File: src/rtl/conv_mac_seq_controller.sv
// KxK x CH convolution-window MAC sequencer: issues image/weight BRAM reads and accumulates signed products.
// Optional build macro CONV_MAC_RELU_EN clamps negative results to zero when the result is registered.
module conv_mac_seq_controller #(
    parameter int DATA_W = 8,
    parameter int ACC_W  = 24,
    parameter int K      = 3,
    parameter int CH     = 1,
    parameter int IMG_W  = 32,
    parameter int IMG_H  = 32,
    parameter int IMG_AW = 10,
    parameter int W_AW   = 8,
    parameter int RD_LAT = 1
) (
    input  logic                     clk,
    input  logic                     rst_n,
    input  logic                     start,
    input  logic [IMG_AW-1:0]        s_img_addr,
    input  logic [W_AW-1:0]          s_w_addr,
    input  logic signed [DATA_W-1:0] img_data,
    input  logic signed [DATA_W-1:0] w_data,
    output logic [IMG_AW-1:0]        img_addr,
    output logic [W_AW-1:0]          w_addr,
    output logic                     d_ena,
    output logic signed [ACC_W-1:0]  calc_data,
    output logic                     done,
    output logic                     busy
);

    typedef enum logic [1:0] {IDLE, ISSUE, DRAIN, FINISH} state_t;

    localparam logic [2:0] K_LAST = 3'(K - 1);
    localparam logic [3:0] C_LAST = 4'(CH - 1);
    localparam logic [1:0] D_LAST = 2'(RD_LAT - 1);

    state_t                   r_state, w_state_n;
    logic [3:0]               r_c, w_c_n;
    logic [2:0]               r_ky, r_kx, w_ky_n, w_kx_n;
    logic [1:0]               r_drain;
    logic [IMG_AW-1:0]        r_img_base, r_img_addr;
    logic [W_AW-1:0]          r_w_base, r_w_addr;
    logic                     r_d_ena, r_done, r_busy;
    logic [RD_LAT-1:0]        r_vld_p;
    logic signed [ACC_W-1:0]  r_acc, r_calc;
    logic                     w_last_tap, w_drain_end, w_accept;

    function automatic logic [IMG_AW-1:0] img_tap(input logic [IMG_AW-1:0] base, input logic [3:0] c,
                                                  input logic [2:0] ky, input logic [2:0] kx);
        logic [31:0] sum;
        sum = 32'(base) + 32'(c) * 32'(IMG_W * IMG_H) + 32'(ky) * 32'(IMG_W) + 32'(kx);
        return sum[IMG_AW-1:0];
    endfunction

    function automatic logic [W_AW-1:0] w_tap(input logic [W_AW-1:0] base, input logic [3:0] c,
                                              input logic [2:0] ky, input logic [2:0] kx);
        logic [31:0] sum;
        sum = 32'(base) + 32'(c) * 32'(K * K) + 32'(ky) * 32'(K) + 32'(kx);
        return sum[W_AW-1:0];
    endfunction

    function automatic logic signed [ACC_W-1:0] sext_prod(input logic signed [DATA_W-1:0] a,
                                                          input logic signed [DATA_W-1:0] b);
        logic signed [2*DATA_W-1:0] p;
        p = a * b;
        return ACC_W'(p);
    endfunction

    function automatic logic signed [ACC_W-1:0] relu(input logic signed [ACC_W-1:0] a);
`ifdef CONV_MAC_RELU_EN
        return a[ACC_W-1] ? '0 : a;
`else
        return a;
`endif
    endfunction

    always_comb begin
        w_accept    = (r_state == IDLE) && start;
        w_last_tap  = (r_c == C_LAST) && (r_ky == K_LAST) && (r_kx == K_LAST);
        w_drain_end = (r_drain == D_LAST);
        w_kx_n = r_kx + 3'd1;
        w_ky_n = r_ky;
        w_c_n  = r_c;
        if (r_kx == K_LAST) begin
            w_kx_n = 3'd0;
            w_ky_n = r_ky + 3'd1;
            if (r_ky == K_LAST) begin
                w_ky_n = 3'd0;
                w_c_n  = r_c + 4'd1;
            end
        end
    end

    always_comb begin
        w_state_n = r_state;
        case (r_state)
            IDLE:    if (start)       w_state_n = ISSUE;
            ISSUE:   if (w_last_tap)  w_state_n = DRAIN;
            DRAIN:   if (w_drain_end) w_state_n = FINISH;
            FINISH:                   w_state_n = IDLE;
            default:                  w_state_n = IDLE;
        endcase
    end

    always_ff @(posedge clk or negedge rst_n) begin
        if (!rst_n) r_state <= IDLE;
        else        r_state <= w_state_n;
    end

    // Stage p0: tap sequencing and registered BRAM address/enable
    always_ff @(posedge clk or negedge rst_n) begin
        if (!rst_n) begin
            r_c <= '0; r_ky <= '0; r_kx <= '0; r_drain <= '0;
            r_img_base <= '0; r_w_base <= '0; r_img_addr <= '0; r_w_addr <= '0;
            r_d_ena <= 1'b0; r_done <= 1'b0; r_busy <= 1'b0; r_calc <= '0;
        end else begin
            r_done <= 1'b0;
            case (r_state)
                IDLE: if (start) begin
                    r_img_base <= s_img_addr;
                    r_w_base   <= s_w_addr;
                    r_img_addr <= s_img_addr;
                    r_w_addr   <= s_w_addr;
                    r_c <= '0; r_ky <= '0; r_kx <= '0;
                    r_d_ena <= 1'b1;
                    r_busy  <= 1'b1;
                end
                ISSUE: if (w_last_tap) begin
                    r_d_ena <= 1'b0;
                    r_drain <= '0;
                end else begin
                    r_c <= w_c_n; r_ky <= w_ky_n; r_kx <= w_kx_n;
                    r_img_addr <= img_tap(r_img_base, w_c_n, w_ky_n, w_kx_n);
                    r_w_addr   <= w_tap(r_w_base, w_c_n, w_ky_n, w_kx_n);
                end
                DRAIN: r_drain <= r_drain + 2'd1;
                FINISH: begin
                    r_calc <= relu(r_acc);
                    r_done <= 1'b1;
                    r_busy <= 1'b0;
                end
                default: ;
            endcase
        end
    end

    // Stage p1..pRD_LAT: valid follows the BRAM read pipeline into the accumulator
    always_ff @(posedge clk or negedge rst_n) begin
        if (!rst_n) begin
            r_vld_p <= '0;
            r_acc   <= '0;
        end else begin
            r_vld_p[0] <= r_d_ena;
            for (int i = 1; i < RD_LAT; i++) r_vld_p[i] <= r_vld_p[i-1];
            if (w_accept)                 r_acc <= '0;
            else if (r_vld_p[RD_LAT-1])   r_acc <= r_acc + sext_prod(img_data, w_data);
        end
    end

    assign img_addr  = r_img_addr;
    assign w_addr    = r_w_addr;
    assign d_ena     = r_d_ena;
    assign calc_data = r_calc;
    assign done      = r_done;
    assign busy      = r_busy;

endmodule

File: config.mk
export PLATFORM = sky130hd
export DESIGN_NAME = conv_mac_seq_controller
export DESIGN_NICKNAME = d
export VERILOG_FILES = /design/src/rtl/conv_mac_seq_controller.sv
export SDC_FILE = /design/constraint.sdc
export NUM_CORES = 1
export LEC_CHECK = 0
export ABC_AREA = 1
export CORE_ASPECT_RATIO = 0.6
export CORE_MARGIN = 2
export CORE_UTILIZATION = 43
export CTS_CLUSTER_DIAMETER = 100
export DETAILED_ROUTE_END_ITERATION = 10
export PLACE_DENSITY = 0.74
export SLEW_MARGIN = 20
export SYNTH_ARGS = -nofsm -noshare
export SYNTH_HDL_FRONTEND = slang
export SYNTH_SLANG_ARGS = --single-unit
File: constraint.sdc
create_clock -name clk -period 8.8 [get_ports clk]
set_clock_uncertainty 0.05 [all_clocks]
set_input_delay 0.88 -clock clk [delete_from_list [all_inputs] [get_ports clk]]
set_output_delay 0.88 -clock clk [all_outputs]
set_load 0.01 [all_outputs]
## Word level (Yosys, flattened, before mapping)

Cells that the tools add are included.

- Register bits after elaboration: 102
- Latch bits: 0
- Bits in writable memories: 0
- ROM bits: 0
- Logic and storage cells: 86
- Memories kept: 0

- Add/sub/neg operators: 11
- Multiply operators: 3
- Divide/modulo/power cells: 0
- $lt $le $gt $ge: 0
- Equal/unequal tests: 9
- Shift operators: 0
- Mux-type cells: 32
- Bitwise gates (word level): 0
- Reduce and logical (&&, ||, !) cells: 16

Operators with widths:

| cell | number |
|---|---|
| $mux 24 | 2 |
| $add 24x16->24 | 1 |
| $mux 10 | 2 |
| $pmux 10 s2 | 1 |
| $mux 3 | 6 |
| $mul 8x8->16 | 1 |
| $mux 4 | 4 |
| $mux 8 | 2 |
| $pmux 8 s2 | 1 |
| $pmux 3 s2 | 2 |
| $add 10x1->10 const B | 1 |
| $add 10x3->10 | 1 |
| $add 10x8->10 | 1 |
| $reduce_and 3->1 | 3 |
| $add 8x3->8 | 1 |
| $add 8x5->8 | 1 |
| $add 8x8->8 | 1 |
| $mul 4x4->8 const B | 1 |
| $mux 2 | 4 |
| $ne 2x2->1 const B | 4 |
| $pmux 2 s4 | 1 |
| $pmux 4 s2 | 1 |
| $reduce_bool 2->1 | 4 |
| $add 3x1->3 const B | 2 |
| 13 further kinds | 23 |

## Logic depth before layout (Yosys ltp)

- Depth after elaboration: 9
- Depth in mapped cells: 23

## Least setup slack after synthesis

No wires, ideal clock.

- Path type: input to register
- Start: in w_data[2]
- End: reg r_acc[23]
- Arrival time: 5.200 ns
- Data required time: 8.633 ns
- Setup slack: 3.433 ns
- Cell stages on the path: 22
- Path buffers: 1
- Cell sequence: clkbuf_1 -> nand2_1 -> inv_1 -> fa_1 -> inv_1 -> fa_1 -> inv_1 -> fa_1 -> inv_1 -> fa_1 -> inv_1 -> ha_1 -> ha_1 -> nand2_1 -> nor2_1 -> inv_1 -> nor2_1 -> nand3_1 -> nand3_1 -> nand2_1 -> nand3_1 -> nand2_1

- Longest elaborated chain between the ends: 4

Ends and longest elaborated chain:

| what | RTL line | RTL |
|---|---|---|
| start: declaration | 20 | `input logic signed [DATA_W-1:0] w_data,` |
| $mul 8x8->16 | 63 | `p = a * b;` |
| $add 24x16->24 | 154 | `else if (r_vld_p[RD_LAT-1]) r_acc <= r_acc + sext_prod(img_data, w_data);` |
| $mux 24 | 154 |  |
| $mux 24 | 153 | `if (w_accept) r_acc <= '0;` |
| end signal: assignment | 154 |  |
| end: declaration | 43 | `logic signed [ACC_W-1:0] r_acc, r_calc;` |

No other way between the ends. The select of a mux whose other input is x is not followed.
A chain may end at the register's enable or synchronous reset.

## Worst setup path after layout

- Start: in img_data[7]
- End: reg r_acc[22]

- Longest elaborated chain between the ends: 4

Ends and longest elaborated chain:

| what | RTL line | RTL |
|---|---|---|
| start: declaration | 19 | `input logic signed [DATA_W-1:0] img_data,` |
| $mul 8x8->16 | 63 |  |
| $add 24x16->24 | 154 |  |
| $mux 24 | 154 |  |
| $mux 24 | 153 |  |

No other way between the ends. The select of a mux whose other input is x is not followed.

==> qor.yml <==
logic_synthesis:
  synth.top_cells.by_area: "dfrtp_1, fa_1, nand2_1"
  yosysMostFrequentCell: "nand2_1"
  ys.flop_type: "dfrtp_1"
  async_flop_share_pct: 100.0
  synth_seq_area_share_pct: 25.62
  synth_seq_cells: 102
  syn_nets: 1471
  synth_edf_count: 0
  synth_cell_types: 44
  synthesis.instances: 1232
  synth_warnings: 0
  yosysTopAreaCell: "dfrtp_1"
  synth_top_area_share_pct: 25.62
  yosys-top-cells-count: "nand2_1, inv_1, fa_1, dfrtp_1, ha_1"
  synth_area_um2: 9965
  syn_area_per_cell_um2: 8.088
cells_and_area:
  syn_to_final_growth_pct: 13.40
  final_util_pct: 49.30
  regArea_um2: 2552
  stdcell_area_um2: 11300
  antennaDiodeCount: 0
  multi_input_area_um2: 6302
  layoutNonFillerInstCount: 1611
  nets: 1530
  final_layout_size_suffix_gt1_share_pct: 3.009
  final.fill_count: 2249
routing:
  drtPass1Iterations: 5
  wire_per_inst_um: 15.26
  drc: 0
  via_per_inst: 4.970
  route.vias.total: 8006
  drt.antenna.violating_nets: 0
  drt_iter0_markers: 478
  wl_mm: 24.59
critical_path:
  worstPathMaxFanout: 16
  cp.required_ps: 8990
  crit_family: "adder cells"
  worstPathCellList: "clkdlybuf4s50_1 -> nand2_1 -> inv_1 -> fa_1 -> inv_1 -> fa_1 -> fa_1 -> inv_1 -> fa_1 -> ha_1 -> ha_1 -> nand2_1 -> inv_1 -> nand2_1 -> nor2_1 -> nand4_1 -> nand3_1 -> nand2_1 -> nand3_1 -> nand2_1"
  cp.arrival_ps: 6320
  cp-start-kind: "primary input"
  crit_slowest_cell: "inv_1"
  critical_path_buf_inv_count: 5
  end_kind: "flip-flop"
  cpPeakStageDelay_ps: 740
  crit_top_cell: "nand2_1"
  critPathKind: "primary input to flip-flop"
timing:
  post-route-period-util_pct: 69.64
  maxSlewHeadroom_pct: 32.48
  fmax_mhz: 163.2
  hold_viol_final: 0
  rsz0062_at_grt: "no"
  setup_viol: 0
  drv_slew: 0
  tightest_slew_ps: 1012
  finalCriticalPeriod_ps: 6128
  tns_ps: 0
die:
  top_level_ports: 82
  die_y_um: 121.9
  num_rows: 43
  core_um2: 22920
  die_area_um2: 24450
  floorplan.initialDensity_pct: 43.48
  fp.dieW_um: 200.5
placement:
  gp_congestion: 0.9976
  dp_hpwl_mm: 20.01
  dp_cells: 1595
  placed_cell_area_um2: 11020
  port_buffers: 81
outcome:
  status: "complete, no violations"
cts:
  post_cts_buffers: 0
  clk_latency_ps: 360
  cts_tree: "yes"
  clockBufferDepth: 2
  cts_resized: 0
  clk_pin_slew_ps: 90
  htree_levels: 3
  clock_sinks: 102
  cts_hold_buf: 0
  numCtsBuffers: 9
  cts-root-buf: "clkbuf_16"
global_routing:
  grtUsageTotal_pct: 21.47
  first_global_vias: 7921
  antenna_found_initial: 0
  grt_max_degree: 59
  grt_first_pass_wirelength_mm: 41.26
  grt-ovfl-total: 0
min_path:
  hp-class: "flip-flop to flip-flop"
run:
  drv_cap: 0
==> path summary, 6_finish.rpt <==
check	startpoint	to	slack, ps	depth (start not counted)
worst max register to register	r_acc[4]$_DFFE_PN0P_	r_acc[20]$_DFFE_PN0P_	4140	22
worst max-delay path	img_data[7]	r_acc[22]$_DFFE_PN0P_	2670	20
worst min-delay path	d_ena$_DFFE_PN0P_	r_vld_p$_DFF_PN0_	360	0
min in group asynchronous	rst_n	img_addr[5]$_DFFE_PN0P_	480	1
worst min register to register	d_ena$_DFFE_PN0P_	r_vld_p$_DFF_PN0_	360	0
max in group asynchronous	rst_n	calc_data[22]$_DFFE_PN0P_	7000	2
==> cell type report <==
cell class	instances	share of cell area, %
Clock buffer	10	2.026
Clock inverter	6	0.4429
Inverter	252	8.393
Multi-Input combinational cell	843	55.77
Sequential cell	102	22.59
Tap cell	315	3.488
Timing Repair Buffer	83	7.286
==> sequential cells by signal, summed over array words and instances (netlist names), 2 cells and up <==
register / flops
r_c: 4
r_w_base: 8
calc_data: 24
r_acc: 24
r_ky: 3
r_kx: 3
img_addr: 10
w_addr: 8
r_state: 2
r_drain: 2
r_img_base: 10
==> placed cells by master (no fill, tap or decap), types with 2 or more instances in the layout <==
cell             instances
o22ai_1                  5
xor2_1                   9
clkbuf_16                9
o21ai_0                 57
nand3_2                  2
o22ai_2                  3
nor3_1                   3
nand2_2                  2
or2_2                    2
fa_1                   116
dfrtp_1                102
nand4_1                  9
nand3b_1                 5
o211ai_1                 2
nor2_1                  59
xnor2_1                  5
clkdlybuf4s50_1         80
o21bai_1                 3
nand2_1                357
inv_1                  245
nand3_1                 49
a21oi_1                 33
ha_1                    86
inv_2                    5
o21ai_1                 14
and2_1                   2
buf_4                    3
inv_6                    3
a31oi_1                  8
==> metal layers <==
layer  track usage, %  share of wire (%)  up-vias
met5                0                  0        -
met4            2.361               0.57        0
met3            6.474                8.0       15
met2            30.92                 40      237
met1            32.60                 51     3874
li1                 -                  -     3880
==> logic make-up after synthesis <==
group / after synthesis / share of synthesized area, %
adder cells (fa/ha/maj): 202 / 34.10
AND/OR/NAND/NOR: 494 / 20.37
buffers and inverters: 287 / 11.14
AO/OA/AOI/OAI: 133 / 7.547
XOR/XNOR: 14 / 1.231
flip-flops: 102 / 25.62
==> stage by stage <==
step	setup WS (ps)	hold WS [ps]
after global placement	2415	361.0
after CTS	2728	365.3
after floorplan	3433	384.8
after detailed placement	2377	355.1
after global routing	2246	393.9
final	2672	363.7
Power is left out: the tool's default activity adds up to more than one toggle a clock period on the data nets, which glitch-free logic cannot reach.
